$ cat config.mk
export PLATFORM = sky130hd
export DESIGN_NAME = master_port_flat
export DESIGN_NICKNAME = d
export VERILOG_FILES = /design/src/rtl/system_bus_pkg.sv /design/src/rtl/master_port_if.sv /design/src/rtl/master_port_shift_reg.sv /design/src/rtl/master_port.sv /design/src/flat_wrapper.sv
export SDC_FILE = /design/constraint.sdc
export NUM_CORES = 1
export LEC_CHECK = 0
export CAP_MARGIN = 10
export CORE_ASPECT_RATIO = 1.1
export CORE_MARGIN = 1
export CORE_UTILIZATION = 45
export CTS_CLUSTER_DIAMETER = 200
export CTS_CLUSTER_SIZE = 20
export DETAILED_ROUTE_END_ITERATION = 7
export GPL_TIMING_DRIVEN = 0
export PLACE_DENSITY = 0.68
export RECOVER_POWER = 50
export SKIP_LAST_GASP = 1
export SLEW_MARGIN = 30
export SYNTH_ARGS = -nofsm -noshare
export SYNTH_HDL_FRONTEND = slang
export SYNTH_SLANG_ARGS = --single-unit
$ cat constraint.sdc
create_clock -name clk -period 2 [get_ports clk]
set_input_delay 0.3 -clock clk [delete_from_list [all_inputs] [get_ports clk]]
set_output_delay 0.3 -clock clk [all_outputs]
set_load 0.005 [all_outputs]
$ cat src/rtl/system_bus_pkg.sv
// rtl/system_bus_pkg.sv - shared types and default widths for the serial system bus ports
package system_bus_pkg;

  localparam int DEF_ADDR_WIDTH = 16;
  localparam int DEF_DATA_WIDTH = 8;
  localparam int DEF_RD_TIMEOUT = 64;

  localparam logic MODE_READ  = 1'b0;
  localparam logic MODE_WRITE = 1'b1;

  typedef enum logic [2:0] {
    IDLE,
    ADDR_OUT,
    DATA_OUT,
    WAIT_RD,
    RD_IN,
    DONE
  } mst_state_t;

endpackage

$ cat src/rtl/master_port_if.sv
// rtl/master_port_if.sv - local request side and serial slave lines of the master port
interface master_port_if import system_bus_pkg::*; #(
  parameter int ADDR_WIDTH = DEF_ADDR_WIDTH,
  parameter int DATA_WIDTH = DEF_DATA_WIDTH
) ();

  logic                  req;
  logic                  req_mode;
  logic [ADDR_WIDTH-1:0] req_addr;
  logic [DATA_WIDTH-1:0] req_wdata;
  logic                  req_ready;
  logic                  rsp_valid;
  logic                  rsp_err;
  logic [DATA_WIDTH-1:0] rsp_rdata;
  logic                  mode;
  logic                  wr_bus;
  logic                  master_valid;
  logic                  master_ready;
  logic                  slave_ready;
  logic                  slave_valid;
  logic                  rd_bus;

  modport master (
    input  req, req_mode, req_addr, req_wdata, slave_ready, slave_valid, rd_bus,
    output req_ready, rsp_valid, rsp_err, rsp_rdata, mode, wr_bus, master_valid, master_ready
  );

  modport slave (
    output req, req_mode, req_addr, req_wdata, slave_ready, slave_valid, rd_bus,
    input  req_ready, rsp_valid, rsp_err, rsp_rdata, mode, wr_bus, master_valid, master_ready
  );

endinterface

$ cat src/rtl/master_port_shift_reg.sv
// rtl/master_port_shift_reg.sv - parallel-load shift register, MSB-first out, LSB-side in
module serial_shift_reg #(
  parameter int WIDTH = 8
) (
  input  logic             clk,
  input  logic             rstn,
  input  logic             i_load,
  input  logic [WIDTH-1:0] i_par,
  input  logic             i_shift,
  input  logic             i_sin,
  output logic [WIDTH-1:0] o_par
);

  logic [WIDTH-1:0] r_data;

  // load wins over shift; the serial output is o_par[WIDTH-1]
  always_ff @(posedge clk or negedge rstn) begin
    if (!rstn) begin
      r_data <= '0;
    end else if (i_load) begin
      r_data <= i_par;
    end else if (i_shift) begin
      r_data <= {r_data[WIDTH-2:0], i_sin};
    end
  end

  assign o_par = r_data;

endmodule

$ cat src/rtl/master_port.sv
// rtl/master_port.sv - bit-serial bus initiator: shifts address/write data out, collects read data
module master_port import system_bus_pkg::*; #(
  parameter int ADDR_WIDTH = DEF_ADDR_WIDTH,
  parameter int DATA_WIDTH = DEF_DATA_WIDTH,
  parameter int RD_TIMEOUT = DEF_RD_TIMEOUT
) (
  input logic          clk,
  input logic          rstn,
  master_port_if.master bus
);

  localparam int TX_WIDTH = ADDR_WIDTH + DATA_WIDTH;
  localparam int CNT_W    = $clog2(TX_WIDTH + 1);
  localparam int TO_W     = $clog2(RD_TIMEOUT + 1);
  localparam logic [CNT_W-1:0] LAST_ADDR = CNT_W'(ADDR_WIDTH - 1);
  localparam logic [CNT_W-1:0] LAST_DATA = CNT_W'(TX_WIDTH - 1);
  localparam logic [CNT_W-1:0] LAST_RD   = CNT_W'(DATA_WIDTH - 1);
  localparam logic [TO_W-1:0]  LAST_TO   = TO_W'(RD_TIMEOUT - 1);

  mst_state_t            r_state, w_next;
  logic [CNT_W-1:0]      r_cnt;
  logic [TO_W-1:0]       r_to;
  logic                  r_mode;
  logic                  r_err;
  logic [DATA_WIDTH-1:0] r_rdata;

  logic                  w_master_valid, w_master_ready;
  logic                  w_accept, w_capture;
  logic                  w_tx_load, w_set_err, w_rd_done;
  logic [TX_WIDTH-1:0]   w_tx_par;
  logic [DATA_WIDTH-1:0] w_rx_par, w_rx_next;

  assign w_master_valid = (r_state == ADDR_OUT) || (r_state == DATA_OUT);
  assign w_master_ready = (r_state == WAIT_RD) || (r_state == RD_IN);
  assign w_accept       = w_master_valid && bus.slave_ready;
  assign w_capture      = w_master_ready && bus.slave_valid;
  assign w_rx_next      = {w_rx_par[DATA_WIDTH-2:0], bus.rd_bus};

  serial_shift_reg #(.WIDTH(TX_WIDTH)) u_tx (
    .clk     (clk),
    .rstn    (rstn),
    .i_load  (w_tx_load),
    .i_par   ({bus.req_addr, bus.req_wdata}),
    .i_shift (w_accept),
    .i_sin   (1'b0),
    .o_par   (w_tx_par)
  );

  serial_shift_reg #(.WIDTH(DATA_WIDTH)) u_rx (
    .clk     (clk),
    .rstn    (rstn),
    .i_load  (w_tx_load),
    .i_par   ('0),
    .i_shift (w_capture),
    .i_sin   (bus.rd_bus),
    .o_par   (w_rx_par)
  );

  always_ff @(posedge clk or negedge rstn) begin
    if (!rstn) r_state <= IDLE;
    else       r_state <= w_next;
  end

  always_comb begin
    w_next    = r_state;
    w_tx_load = 1'b0;
    w_set_err = 1'b0;
    w_rd_done = 1'b0;
    case (r_state)
      IDLE: begin
        if (bus.req) begin
          w_tx_load = 1'b1;
          w_next    = ADDR_OUT;
        end
      end
      // before the first accepted bit the slave may stall freely; afterwards a gap is an abort
      ADDR_OUT: begin
        if (w_accept) begin
          if (r_cnt == LAST_ADDR) w_next = (r_mode == MODE_WRITE) ? DATA_OUT : WAIT_RD;
        end else if (r_cnt != '0) begin
          w_set_err = 1'b1;
          w_next    = DONE;
        end
      end
      DATA_OUT: begin
        if (w_accept) begin
          if (r_cnt == LAST_DATA) w_next = DONE;
        end else begin
          w_set_err = 1'b1;
          w_next    = DONE;
        end
      end
      WAIT_RD: begin
        if (bus.slave_valid) begin
          w_next = RD_IN;
        end else if (r_to == LAST_TO) begin
          w_set_err = 1'b1;
          w_next    = DONE;
        end
      end
      RD_IN: begin
        if (bus.slave_valid) begin
          if (r_cnt == LAST_RD) begin
            w_rd_done = 1'b1;
            w_next    = DONE;
          end
        end else begin
          w_set_err = 1'b1;
          w_next    = DONE;
        end
      end
      DONE:    w_next = IDLE;
      default: w_next = IDLE;
    endcase
  end

  // r_cnt counts wr_bus bits through ADDR_OUT/DATA_OUT, then restarts as the read-bit count
  always_ff @(posedge clk or negedge rstn) begin
    if (!rstn) begin
      r_cnt   <= '0;
      r_to    <= '0;
      r_mode  <= 1'b0;
      r_err   <= 1'b0;
      r_rdata <= '0;
    end else begin
      case (r_state)
        IDLE: begin
          if (bus.req) begin
            r_mode <= bus.req_mode;
            r_cnt  <= '0;
            r_to   <= '0;
            r_err  <= 1'b0;
          end
        end
        ADDR_OUT, DATA_OUT: if (w_accept) r_cnt <= r_cnt + CNT_W'(1);
        WAIT_RD: begin
          if (bus.slave_valid) r_cnt <= CNT_W'(1);
          else                 r_to  <= r_to + TO_W'(1);
        end
        RD_IN: if (w_capture) r_cnt <= r_cnt + CNT_W'(1);
        DONE: begin
          r_mode <= 1'b0;
          r_cnt  <= '0;
          r_to   <= '0;
          r_err  <= 1'b0;
        end
        default: ;
      endcase
      if (w_set_err) r_err   <= 1'b1;
      if (w_rd_done) r_rdata <= w_rx_next;
    end
  end

  assign bus.req_ready    = (r_state == IDLE);
  assign bus.master_valid = w_master_valid;
  assign bus.master_ready = w_master_ready;
  assign bus.wr_bus       = w_master_valid & w_tx_par[TX_WIDTH-1];
  assign bus.mode         = r_mode;
  assign bus.rsp_valid    = (r_state == DONE);
  assign bus.rsp_err      = (r_state == DONE) & r_err;
  assign bus.rsp_rdata    = r_rdata;

endmodule

$ cat src/flat_wrapper.sv
// flat-port wrapper written by rule: the top's interface ports become plain ports
module master_port_flat import system_bus_pkg::*;
#(
  parameter int ADDR_WIDTH = DEF_ADDR_WIDTH,
  parameter int DATA_WIDTH = DEF_DATA_WIDTH,
  parameter int RD_TIMEOUT = DEF_RD_TIMEOUT
)
  (clk, rstn, bus_req, bus_req_mode, bus_req_addr, bus_req_wdata, bus_slave_ready, bus_slave_valid, bus_rd_bus, bus_req_ready, bus_rsp_valid, bus_rsp_err, bus_rsp_rdata, bus_mode, bus_wr_bus, bus_master_valid, bus_master_ready);
  master_port_if #(.ADDR_WIDTH(ADDR_WIDTH), .DATA_WIDTH(DATA_WIDTH)) bus_i ();
  input logic clk;
  input logic rstn;
  input wire logic [$bits(bus_i.req)-1:0] bus_req;
  input wire logic [$bits(bus_i.req_mode)-1:0] bus_req_mode;
  input wire logic [$bits(bus_i.req_addr)-1:0] bus_req_addr;
  input wire logic [$bits(bus_i.req_wdata)-1:0] bus_req_wdata;
  input wire logic [$bits(bus_i.slave_ready)-1:0] bus_slave_ready;
  input wire logic [$bits(bus_i.slave_valid)-1:0] bus_slave_valid;
  input wire logic [$bits(bus_i.rd_bus)-1:0] bus_rd_bus;
  output wire logic [$bits(bus_i.req_ready)-1:0] bus_req_ready;
  output wire logic [$bits(bus_i.rsp_valid)-1:0] bus_rsp_valid;
  output wire logic [$bits(bus_i.rsp_err)-1:0] bus_rsp_err;
  output wire logic [$bits(bus_i.rsp_rdata)-1:0] bus_rsp_rdata;
  output wire logic [$bits(bus_i.mode)-1:0] bus_mode;
  output wire logic [$bits(bus_i.wr_bus)-1:0] bus_wr_bus;
  output wire logic [$bits(bus_i.master_valid)-1:0] bus_master_valid;
  output wire logic [$bits(bus_i.master_ready)-1:0] bus_master_ready;
  assign bus_i.req = bus_req;
  assign bus_i.req_mode = bus_req_mode;
  assign bus_i.req_addr = bus_req_addr;
  assign bus_i.req_wdata = bus_req_wdata;
  assign bus_i.slave_ready = bus_slave_ready;
  assign bus_i.slave_valid = bus_slave_valid;
  assign bus_i.rd_bus = bus_rd_bus;
  assign bus_req_ready = bus_i.req_ready;
  assign bus_rsp_valid = bus_i.rsp_valid;
  assign bus_rsp_err = bus_i.rsp_err;
  assign bus_rsp_rdata = bus_i.rsp_rdata;
  assign bus_mode = bus_i.mode;
  assign bus_wr_bus = bus_i.wr_bus;
  assign bus_master_valid = bus_i.master_valid;
  assign bus_master_ready = bus_i.master_ready;
  master_port #(.ADDR_WIDTH(ADDR_WIDTH), .DATA_WIDTH(DATA_WIDTH), .RD_TIMEOUT(RD_TIMEOUT)) u_core (.clk(clk), .rstn(rstn), .bus(bus_i));
endmodule
* Yosys cells after proc, flatten, opt, wreduce, memory -nomap -nowiden
Index checks and enable logic that the tools add are counted.
Storage, ports and cells: logic and storage cells 91, register bits 56, output and inout bits 15, input port bits 31
Cells by class: add/sub/neg operators 2, reduce and logical (&&, ||, !) cells 18, equality and inequality tests 20, muxes and demuxes 41, bitwise logic cells 2
Operator list (count):
- 24-bit 2-to-1 mux | 2
- 3-bit 2-to-1 mux | 10
- 7-bit 2-to-1 mux | 4
- 5-bit one-hot mux with 5 select lines | 1
- 7-bit one-hot mux with 3 select lines | 1
- 5-bit 2-to-1 mux | 4
- 1-bit 2-to-1 mux | 15
- 3-bit != test (second input constant) | 5
- 3-bit one-hot mux with 5 select lines | 1
- 2-bit != test (second input constant) | 5
- 5-bit nonzero test | 2
- 7-bit by 1-bit adder with 7-bit output (second input constant) | 1
- 7-bit by 6-bit equality test with 1-bit output (second input constant) | 1
- 3-bit by 2-bit equality test with 1-bit output (second input constant) | 2
- 3-bit equality test (second input constant) | 2
- 6-bit AND reduction | 1
- 2-bit nonzero test | 3
- 3-bit nonzero test | 2
- 5-bit by 1-bit adder with 5-bit output (second input constant) | 1
- 5-bit by 3-bit equality test with 1-bit output (second input constant) | 1
- 5-bit by 4-bit equality test with 1-bit output (second input constant) | 1
- 5-bit equality test (second input constant) | 1
- 5-bit AND reduction | 1
- 1-bit one-hot mux with 2 select lines | 2
- other kinds (10) | 14

* Longest topological paths before layout
Gate-level depths: netlist of the first run.
word-level depth 7, gate-level depth with buffers 8, mapped depth without buffers 8

* Cells and area by module
A second synthesis of the first run with hierarchy kept.
Second synthesis, totals: cell total of the unflattened synthesis 300, area total of the unflattened synthesis 3055.4 um2
Modules (own cells, without submodules):
- master_port | cells each 162, instances 1, area an instance 1555.2 um2, sequential area each 625.6 um2
- serial_shift_reg (u_core.u_tx) | cells each 104, instances 1, area an instance 1127.3 um2, sequential area each 600.6 um2
- serial_shift_reg (u_core.u_rx) | cells each 34, instances 1, area an instance 372.9 um2, sequential area each 200.2 um2

* Least setup slack after synthesis of the first run
No wires, ideal clock.
path type register to register, start point register u_core.r_state[1], end point register u_core.u_tx.r_data[2], in the netlist u_core.u_tx.o_par[2], period minus slack after synthesis 1809 ps, path slack 191 ps, library setup time 125 ps, data arrival time 1685 ps, required time 1875 ps, stages on the path, launching flop included 7, buffers on the path 2, cells stage by stage dfrtp_1 -> nor3_1 -> and2_4 -> buf_6 -> buf_6 -> mux2_4 -> mux2_2
Between the ends: elaborated cells on any way between the ends 8, those cells by class 2 x eq/ne; 2 x mux; 4 x reduce/logical
RTL lines:
- start: declaration | RTL line master_port.sv:20 | mst_state_t r_state, w_next;
- start signal: assignment | RTL line master_port.sv:61 | else r_state <= w_next;
- 3-bit logical NOT (*)
- named net bus_req_ready | RTL line flat_wrapper.sv:19 | output wire logic [$bits(bus_i.req_ready)-1:0] bus_req_ready;
- 1-bit 2-to-1 mux (*) | RTL line master_port.sv:69 | case (r_state)
- 24-bit 2-to-1 mux or 2-bit nonzero test (tied branches)
- end signal: assignment | RTL line master_port_shift_reg.sv:21 | r_data <= i_par;
- end signal: assignment | RTL line master_port_shift_reg.sv:23 | r_data <= {r_data[WIDTH-2:0], i_sin};
- end: declaration | RTL line master_port_shift_reg.sv:14 | logic [WIDTH-1:0] r_data;
Mark *: on every way through the listed nets, which the timed path passes. The rest lies on a longest branch. A chain may end at the register's enable or synchronous reset.

* Final worst setup path of the first run
start point register u_core.r_state[1], end point output bus_master_ready
Between the ends: longest elaborated chain between the ends 2, elaborated cells on any way between the ends 3, those cells by class 2 x eq/ne; 1 x reduce/logical
RTL lines:
- 3-bit by 2-bit equality test with 1-bit output or 3-bit equality test (tied branches) | RTL line master_port.sv:34 | assign w_master_ready = (r_state == WAIT_RD) || (r_state == RD_IN);
- 1-bit logical OR (*) | RTL line master_port.sv:34
- end: declaration | RTL line flat_wrapper.sv:26 | output wire logic [$bits(bus_i.master_ready)-1:0] bus_master_ready;
Mark *: on every way between the ends. The rest lies on a longest branch, timed or not.

==> results.md, run 1 <==
* Largest net degree at the start of global routing at 37
* RD Place Congestion at 0.879
* DRT Pass-1 Iters at 4
* Post-Synth XOR/XNOR Area at 1.69%
* Top Ports at 46
* Synth Net Count at 299
* RSZ-0062 raised after global routing: true
* Clock-pin slew on the worst setup and hold paths at 0.10 ns
* Max H-tree Level at 2
* Yosys top cell by area: dfrtp_1
* Core box area at 0.00663 mm2
* DRC at 0
* Post-synth top area share at 45.0%
* Pwr dens at 1170 mW/mm2
* CP Class: reg2out
* Routed met1 length at 2.95 mm
* Routed wl met2 at 3.25 mm
* Synth Warn # at 0
* Share of layout cells above drive strength 1 at 32.0%
* Achievable Freq at 0.511 GHz
* Leakage at 0.00190 uW
* Top cells by area, synth: dfrtp_1, mux2_2, mux2_4, mux2i_1, nor2_1
* Avg Cell Area, Syn at 11.8 um2
* Final cell count without fillers at 416
* Adder-cell share of the synthesized area at 1.61%
* Worst skew pair latency at 0.31 ns
* Final hold violations at 0
* Compound-cell area share of the yosys netlist at 8.27%
* Chip height at 89.3 um
* Worst path buffer plus inverter count at 2
* Crit. End Element: output pin
* Synthesized cell area at 0.00312 mm2
* Max Cap Viol at 0
* Vias in the first global route at 2,276
* Vias per cell at 5.29
* Ys async rst share at 100%
* Die W at 81.4 um
* Initial Util at 47.0%
* Final setup skew at 0.0114 ns
* Initial DRC Count at 121
* Startpoint types: register
* Slowest CP cell: dfrtp_2
* WP data arrival at 1.66 ns
* Status: finished clean
* Min-delay worst type: reg2reg
* Max Fanout on Critical Path at 5
* Final wirelength at 6.47 mm
* Period utilisation layout at 97.9%
* Post-DRT Antenna Nets at 0
* Routed wl met3 at 228 um
* Simple-Gate Fraction of Synth Area at 13.9%
* Mux cell area share after synthesis at 25.8%
* Slowest stage delay, CP at 0.42 ns
* CP required at 1.70 ns
* FF+latch count, synth at 56
* Nets at 368
* Root Driver: clkbuf_8
* Post-synth EDFFs at 0
* Setup_tns at 0 ns
* Syn Inst Count at 264
* Post-Place Cell Area at 0.00369 mm2
* Syn-to-layout area delta at 28.5%
* Hold slack at 0.483 ns
* Number of port buffers at 45
* Via count at 2,202
* Synth top cells by count: dfrtp_1, mux2_2, mux2_4, nor2_1, mux2i_1
* Initial antenna violation count at 0
* Max clock buf depth at 2
* Slew margin rel. at 20.2%
* Worst-Margin Slew at 1.20 ns
* Fin area at 0.00400 mm2
* Die ar. at 0.00726 mm2
* Cell Rows at 31
* Global route overflow at 0
* Seq/Total Area, Yosys at 45.0%
* Placed cells at 392
* Total power draw at 4700 uW
* Unique masters post-synth at 51
* CTS tree: done
* DPL Wire Length at 4.46 mm
* Top-count cell post-synth: dfrtp_1
* Total CTS buffers at 5
* N_diodes at 0
* Largest family of logic cells by synthesized area: multiplexers
* Count of pins over their slew limit at 0
* First-pass GRT wire length at 10.7 mm
* Final setup viols at 0
* Final min period at 1.96 ns
* Clock sinks at 56
* VDD IR max at 0.503 mV
* Fill cells at 563
* Routed length per placed instance at 15.6 um
* Total track usage at 19.3%
* Worst path top cell family by delay: simple AND/OR/NAND/NOR gates
* Uppermost layer routed: met4
* Ys flop type: dfrtp_1
* Crit-path cells: buf_6 -> and3b_1 -> or2_2 -> dlygate4sd2_1
[worst register-to-register path, delay by kind of cell (launching register included)]
family	cells	cell delay (ns)
multiplexers	2	0.57
AND/OR/NAND/NOR	2	0.37
flip-flops	1	0.42
buffers and inverters	3	0.44
[metrics by stage]
step	setup slack, ns	util, %
after floorplan	0.191	-
after global placement	-1.20	55.3
after detailed placement	-0.331	55.6
after CTS	-0.0369	60.0
after global routing	-0.0497	60.4
final	0.0420	60.4
[sequential cells by signal, summed over array words and instances (netlist names)]
name,flops
u_core.u_rx.o_par,7
u_core.u_tx.o_par,24
u_core.bus.mode,1
u_core.r_err,1
u_core.bus.rsp_rdata,8
u_core.r_cnt,5
u_core.r_to,7
u_core.r_state,3
[layer usage]
metal | GRT usage (%) | up-vias
li1 | - | 1088
met2 | 33.7 | 42
met3 | 3.47 | 4
met1 | 24.2 | 1068
met5 | 0 | -
met4 | 5.52 | 0
[cell families after synthesis]
| kind of cell | after synthesis |
|---|---|
| AOI/OAI and AO/OA | 35 |
| DFF | 56 |
| buffers and inverters | 21 |
| muxes | 66 |
| and+or+nand+nor | 76 |
| xor gates and xnor gates | 6 |
| adders and majority gates | 4 |
[where the power goes]
part / total, uW / switching (uW) / internal (uW)
clock network: 789 / 379 / 410
registers: 1640 / 188 / 1460
logic: 2270 / 910 / 1360
total: 4700 / 1480 / 3220
[layout make-up]
class	instances	area, um2	share of cell area, %
well taps	82	103	2.56
clock buffers	6	82.6	2.06
repair buffers	62	574	14.3
flip-flops and latches	56	1400	35.1
clock inverters	2	38.8	0.969
inverters	7	26.3	0.656
plain buffers	14	124	3.09
multi-input cells	187	1650	41.2
[final timing paths]
path,startpoint,endpoint,cells after the start,slack [ns]
max in group asynchronous,rstn,u_core.r_state[0],3,0.31
worst min-delay path,u_core.r_to[6],u_core.r_err,1,0.48
worst min register to register,u_core.r_to[6],u_core.r_err,1,0.48
min in group asynchronous,rstn,u_core.u_rx.o_par[5],2,0.75
worst max-delay path,u_core.r_state[1],bus_master_ready,4,0.04
worst max register to register,u_core.r_state[1],u_core.u_tx.o_par[5],7,0.07
[layout by cell type (no fill, tap or decap), types with 9 or more instances in the layout]
master           netlist  final
nand2_1               11     11
mux2_2                33     33
dfrtp_1               56     54
buf_6                  4      9
mux2_4                20     20
mux2i_1               12     12
clkdlybuf4s50_1        0     33
nor2_1                19     18
buf_4                  0     16
[timing repair]
item / in CTS / in global routing
setup endpoints to repair: 5 / 33
hold buffers: 1 / 0
pin swaps: 3 / 1
hold endpoints to repair: 20 / 0
setup buffers: 15 / 0
resized for setup: 22 / 9
No activity file was read; power rests on OpenSTA's default activity.
==> run 2, diff against run 1 <==
--- a/config.mk
+++ b/config.mk
@@ -5,6 +5,7 @@
 export SDC_FILE = /design/constraint.sdc
 export NUM_CORES = 1
 export LEC_CHECK = 0
+export ABC_CLOCK_PERIOD_IN_PS = 1800
 export CAP_MARGIN = 10
 export CORE_ASPECT_RATIO = 1.1
 export CORE_MARGIN = 1
@@ -13,7 +14,7 @@
 export CTS_CLUSTER_SIZE = 20
 export DETAILED_ROUTE_END_ITERATION = 7
 export GPL_TIMING_DRIVEN = 0
-export PLACE_DENSITY = 0.68
+export PLACE_DENSITY = 0.71
 export RECOVER_POWER = 50
 export SKIP_LAST_GASP = 1
 export SLEW_MARGIN = 30
==> constraint.sdc (replaced) <==
create_clock -name clk -period 1.8 [get_ports clk]
set_input_delay 0.27 -clock clk [delete_from_list [all_inputs] [get_ports clk]]
set_output_delay 0.27 -clock clk [all_outputs]
set_load 0.005 [all_outputs]
==> run 2 against run 1 <==
  * The flow now finishes with violations (setup timing)
  * Die area unchanged
  * Via count increased by 6.9%
  * Global-route usage increased by 0.12 points
  * Clock-buffer cell count unchanged
  * Routed wire length increased by 11%
  * Final cell count increased by 3.6%
  * Core utilization increased by 5.0 points
  * Flip-flop and latch count unchanged
  * Sequential power increased by 13%
  * Clock skew decreased by 0.00066 ns
  * Final area increased by 8.3%
  * Non-clock buffer count increased by 15
  * Largest cell class unchanged
  * Largest power group unchanged
==> results.md, run 2 (synthesis results as in run 1) <==
* Post-DRT Antenna Nets at 0
* Root Driver: clkbuf_8
* Status: finished with violations
* Max clock buf depth at 2
* Max Cap Viol at 0
* Share of layout cells above drive strength 1 at 38.7%
* Period utilisation layout at 105%
* Routed length per placed instance at 16.6 um
* FF-to-FF Start: u_core.r_state[1]
* Total track usage at 19.4%
* Worst skew pair latency at 0.31 ns
* DPL Wire Length at 4.32 mm
* RD Place Congestion at 0.893
* Core box area at 0.00663 mm2
* Slowest stage delay, CP at 0.45 ns
* Max Fanout on Critical Path at 5
* R2r setup slk at -0.09 ns
* Final min period at 1.89 ns
* Final Core Density at 65.3%
* Clock sinks at 56
* Nets at 383
* DRT Pass-1 Iters at 4
* WP data arrival at 2.10 ns
* Min-delay worst type: in2async
* Failing checks: setup timing
* Final setup skew at 0.0107 ns
* Leakage at 0.00204 uW
* Hold slack at 0.497 ns
* Max reg flops at 24
* Count of pins over their slew limit at 0
* Startpoint types: register
* Crit. End Element: register
* Top Ports at 46
* Die ar. at 0.00726 mm2
* Achievable Freq at 0.528 GHz
* Commonest non-fill, non-tap cell in the layout: dfrtp_1
* Die W at 81.4 um
* RSZ-0062 raised after global routing: true
* Final wirelength at 7.16 mm
* Reg-to-Reg End: u_core.u_tx.o_par[13]
* Syn-to-layout area delta at 39.1%
* CP required at 2.01 ns
* Final setup viols at 25
* VDD IR max at 0.698 mV
* CP Class: reg2reg
* Pwr dens at 1330 mW/mm2
* Number of port buffers at 45
* DRC at 0
* Vias per cell at 5.46
* Chip height at 89.3 um
* Worst-Margin Slew at 0.617 ns
* Setup ws final at -0.0926 ns
* Final hold violations at 0
* N_diodes at 0
* Largest net degree at the start of global routing at 33
* Clock-pin slew on the worst setup and hold paths at 0.11 ns
* Crit-path cells: buf_6 -> nor3_4 -> and2_4 -> buf_12 -> buf_12 -> mux2_4 -> mux2_4
* Initial DRC Count at 67
* Initial antenna violation count at 0
* Max H-tree Level at 2
* Vias in the first global route at 2,345
* Most frequent cells in the layout: dfrtp_1, clkdlybuf4s50_1, mux2_4
* Total CTS buffers at 5
* Initial Util at 47.0%
* Slew margin rel. at 58.9%
* Worst R2R Path Depth at 7
* Setup crit start: u_core.r_state[1]
* Slowest CP cell: dfrtp_2
* First-pass GRT wire length at 10.7 mm
* Cell Rows at 31
* CTS tree: done
* CP endpoint: u_core.u_tx.o_par[13]
* Global route overflow at 0
* Via count at 2,353
==> run 2: cell count changes in the layout (fill, tap and decap cells not counted), sizes merged <==
| cell | change |
|---|---|
| clkinvlp | +1 |
| dlygate4sd2 | -3 |
| dlygate4sd3 | -5 |
| buf | +16 |
| bufinv | -1 |
| clkbuf | +1 |
| clkdlybuf4s50 | +5 |
| clkdlybuf4s15 | +1 |
==> run 2: how the worst min path moves through the flow <==
| stage | startpoint | to | cells past startpoint |
|---|---|---|---|
| after floorplan | rstn | u_core.bus.mode | 0 |
| after global placement | u_core.r_to[6] | u_core.r_err | 1 |
| after detailed placement | rstn | u_core.u_tx.o_par[15] | 1 |
| after CTS | rstn | u_core.u_tx.o_par[16] | 2 |
| after global routing | u_core.u_tx.o_par[4] | u_core.u_tx.o_par[4] | 1 |
| final | rstn | u_core.u_tx.o_par[16] | 2 |
==> run 2: layout make-up <==
type	count	area [um2]
fillers	505	2300
flip-flops and latches	56	1410
multi-input cells	187	1760
well taps	82	103
plain buffers	12	153
clock inverters	2	16.3
clock buffers	6	72.6
repair buffers	79	798
inverters	7	26.3
==> run 2: repair_timing <==
action                                  in CTS  in global routing
endpoints found under the hold margin       24                  0
pin swaps                                    6                  7
endpoints found under the setup margin      36                 51
gates cloned                                 2                  1
buffers inserted                            19                 12
hold buffers                                 1                  0
resized for setup                           41                 46
==> run 2: per-stage QoR <==
stage	instances	power (uW)	setup WS, ns	area [um2]	setup TNS [ns]
final	431	5770	-0.0926	4330	-1.55
after global routing	431	6080	-0.117	4330	-2.29
after CTS	421	5310	-0.198	4120	-2.89
after detailed placement	392	4090	-0.483	3690	-15.60
after global placement	391	4040	-1.30	3670	-89.03
after floorplan	264	3510	0.0597	3120	0
==> run 2: metal layers <==
layer | vias to the layer above | routed length (um) | GRT usage (%)
met2 | 53 | 3580 | 33.9
met3 | 13 | 287 | 3.27
met5 | - | 0 | 0
met1 | 1169 | 3150 | 23.6
met4 | 0 | 140 | 8.12
li1 | 1118 | - | -
==> run 2: critical path: cells and delay by family (launching register included) <==
family / cells / cell delay [ns]
buffers and inverters: 3 / 0.37
multiplexers: 2 / 0.57
AND/OR/NAND/NOR: 2 / 0.40
flip-flops: 1 / 0.45
==> run 2: power breakdown <==
part | switching (uW) | internal (uW)
registers | 227 | 1620
clock network | 424 | 278
logic | 1220 | 2000
total | 1870 | 3900
==> run 3, diff against run 2 <==
--- a/config.mk
+++ b/config.mk
@@ -5,6 +5,7 @@
 export SDC_FILE = /design/constraint.sdc
 export NUM_CORES = 1
 export LEC_CHECK = 0
+export ABC_AREA = 1
 export ABC_CLOCK_PERIOD_IN_PS = 1800
 export CAP_MARGIN = 10
 export CORE_ASPECT_RATIO = 1.1
==> run 3 against run 2 <==
  * The flow still finishes with violations (setup timing)
  * Final cell count is 19% higher
  * Register-to-register slack better by 0.24 ns
  * First-iteration DRC count increased by 58%
  * Clock power up 4.1%
  * Clock-buffer cell count increased by 1
  * Fmax grew 3.5%
  * Combinational power decreased by 9.6%
  * Core utilization down 5.9 points
==> results.md, run 3 <==
* Cell Rows at 31
* Die W at 81.4 um
* Final Core Density at 59.4%
* Met3 Track Usage GR at 2.96%
* Root Driver: clkbuf_8
* Slew margin rel. at 54.4%
* Min-delay worst type: in2reg
* Setup ws final at -0.0292 ns
* Count of pins over their slew limit at 0
* Slowest CP cell: dfrtp_1
* Global-route met1 utilization at 26.6%
* Most frequent cells in the layout: nand3_1, nand2_1, dfrtp_1
* Top Ports at 46
* Worst skew pair latency at 0.32 ns
* Syn Inst Count at 366
* Leakage at 0.00196 uW
* Max reg flops at 24
* Nets at 467
* Setup crit start: u_core.r_state[2]
* CTS tree: done
* Initial Util at 47.1%
* Clock-pin slew on the worst setup and hold paths at 0.10 ns
* Yosys top cell by area: dfrtp_1
* Achievable Freq at 0.547 GHz
* Most Crowded Layer GR: met2
* Adder-cell share of the synthesized area at 1.60%
* Core box area at 0.00663 mm2
* Simple-Gate Fraction of Synth Area at 30.3%
* Final hold violations at 0
* Chip height at 89.4 um
* Number of port buffers at 44
* Top-count cell post-synth: nand3_1
* RSZ-0062 raised after global routing: true
* CP required at 1.53 ns
* Final setup viols at 1
* Avg Cell Area, Syn at 8.53 um2
* Synth top cells by count: nand3_1, nand2_1, dfrtp_1, inv_1, nor2_1
* Total track usage at 20.1%
* Initial DRC Count at 106
* Mux cell area share after synthesis at 2.89%
* CP endpoint: bus_wr_bus
* Commonest non-fill, non-tap cell in the layout: nand3_1
* Die ar. at 0.00727 mm2
* Critical Path Stages at 8
* Crit-path cells: buf_6 -> inv_4 -> nand3_2 -> nand2_2 -> buf_4 -> inv_1 -> nor2_1 -> clkdlybuf4s15_1
* Share of layout cells above drive strength 1 at 18.9%
* Compound-cell area share of the yosys netlist at 10.6%
* Final wirelength at 6.78 mm
* FF+latch count, synth at 56
* DRC at 0
* Final setup skew at 0.0160 ns
* Seq/Total Area, Yosys at 44.9%
* CP Class: reg2out
* Initial antenna violation count at 0
* VDD IR max at 0.692 mV
* Final min period at 1.83 ns
* Max Cap Viol at 0
* N_diodes at 0
* Pwr dens at 1400 mW/mm2
* Synth Warn # at 0
* FF-to-FF Start: u_core.r_state[2]
* Largest net degree at the start of global routing at 31
* Post-DRT Antenna Nets at 0
* Total power draw at 5510 uW
* Worst path buffer plus inverter count at 5
* DPL Wire Length at 4.77 mm
* Post-synth top area share at 44.9%
* Reg-to-Reg End: u_core.bus.rsp_rdata[1]
* Post-synth EDFFs at 0
* Worst path top cell family by delay: buffers and inverters
* Worst R2R Path Depth at 6
* R2r setup slk at 0.15 ns
* Vias per cell at 5.13
* First-pass GRT wire length at 11.3 mm
* Synthesized cell area at 0.00312 mm2
* DRT Pass-1 Iters at 4
* Status: finished with violations
* Unique masters post-synth at 31
* RD Place Congestion at 0.854
* Via count at 2,640
* Failing checks: setup timing
* WP data arrival at 1.56 ns
* Synth Net Count at 401
* Worst-Margin Slew at 0.684 ns
* Total CTS buffers at 5
* Routed length per placed instance at 13.2 um
* Clock sinks at 56
* Ys async rst share at 100%
* Slowest stage delay, CP at 0.39 ns
* Met2 Use GR at 33.6%
* Max H-tree Level at 2
* Ys flop type: dfrtp_1
* Hold slack at 0.453 ns
* Largest family of logic cells by synthesized area: simple AND/OR/NAND/NOR gates
* Startpoint types: register
* Global route overflow at 0
* Post-Synth XOR/XNOR Area at 0.281%
* Top cells by area, synth: dfrtp_1, nand3_1, nand2_1, o21a_1, inv_1
* Period utilisation layout at 102%
* Crit. End Element: output pin
* Vias in the first global route at 2,433
* Syn-to-layout area delta at 26.3%
* Max clock buf depth at 2
* Max Fanout on Critical Path at 4
==> run 3: changes by cell type in the layout (fill, tap and decap cells not counted), sizes merged, moves of 7 or more <==
| cell | change |
|---|---|
| nor2 | +16 |
| inv | +31 |
| o21ai | +14 |
| o21a | +18 |
| mux2i | -12 |
| nand2 | +60 |
| mux2 | -46 |
| nand3 | +70 |
| buf | -15 |
| clkdlybuf4s50 | -7 |
==> run 3: power breakdown <==
group | internal, uW | leakage, uW | switching [uW]
Clock | 314 | 0.0000445 | 418
Combinational | 1330 | 0.00123 | 1580
Sequential | 1640 | 0.000695 | 224
==> run 3: kinds of logic after synthesis <==
logic type / after synthesis
AOI/OAI and AO/OA: 50
xor gates and xnor gates: 1
adders and majority gates: 4
buffers and inverters: 56
DFF: 56
muxes: 8
and+or+nand+nor: 191
==> run 3: area by class of cell <==
class	instances	area (um2)
plain buffers	16	141
clock buffers	7	86.3
clock inverters	1	7.51
fillers	606	2690
inverters	38	148
multi-input cells	254	1460
flip-flops and latches	56	1400
well taps	82	103
repair buffers	61	596
==> run 3: per-layer routing <==
| metal | up-vias | share of wire, % | wire length [um] |
|---|---|---|---|
| li1 | 1347 | - | - |
| met1 | 1257 | 47 | 3180 |
| met2 | 30 | 49 | 3320 |
| met3 | 6 | 3.1 | 209 |
| met4 | 0 | 1.0 | 70 |
| met5 | - | 0 | 0 |
==> run 3: repair_timing <==
item,CTS,global route
buffers inserted,8,7
hold buffers,1,0
endpoints found under the setup margin,6,54
gates resized for setup,13,10
hold endpoints to repair,26,0
pin swaps,3,1
==> run 3: tightest hold or removal path, cell delays in order <==
cell      delay, ns
clkbuf_1       0.17
nand3_1        0.13
nand3_1        0.08
o21a_1         0.10
==> run 3: worst min path at each step <==
stage	start	endpoint	cells after the start
6_report	bus_req	u_core.u_tx.o_par[2]	4
5_1_grt	bus_req	u_core.u_tx.o_par[2]	4
4_1_cts	rstn	u_core.r_to[3]	2
3_5_place_dp	rstn	u_core.r_to[3]	1
3_3_place_gp	u_core.u_tx.o_par[2]	u_core.u_tx.o_par[2]	1
2_1_floorplan	rstn	u_core.bus.mode	0
==> run 3: metrics by stage <==
stage | instance area [um2] | TNS, ns | instances | setup slack [ns]
floorplan | 3120 | 0 | 366 | 0.315
global placement | 3660 | -72.81 | 492 | -1.29
detailed placement | 3680 | -0.930 | 493 | -0.0962
CTS | 3880 | -0.511 | 509 | -0.153
global route | 3940 | -0.160 | 515 | -0.152
finish | 3940 | -0.0292 | 515 | -0.0292
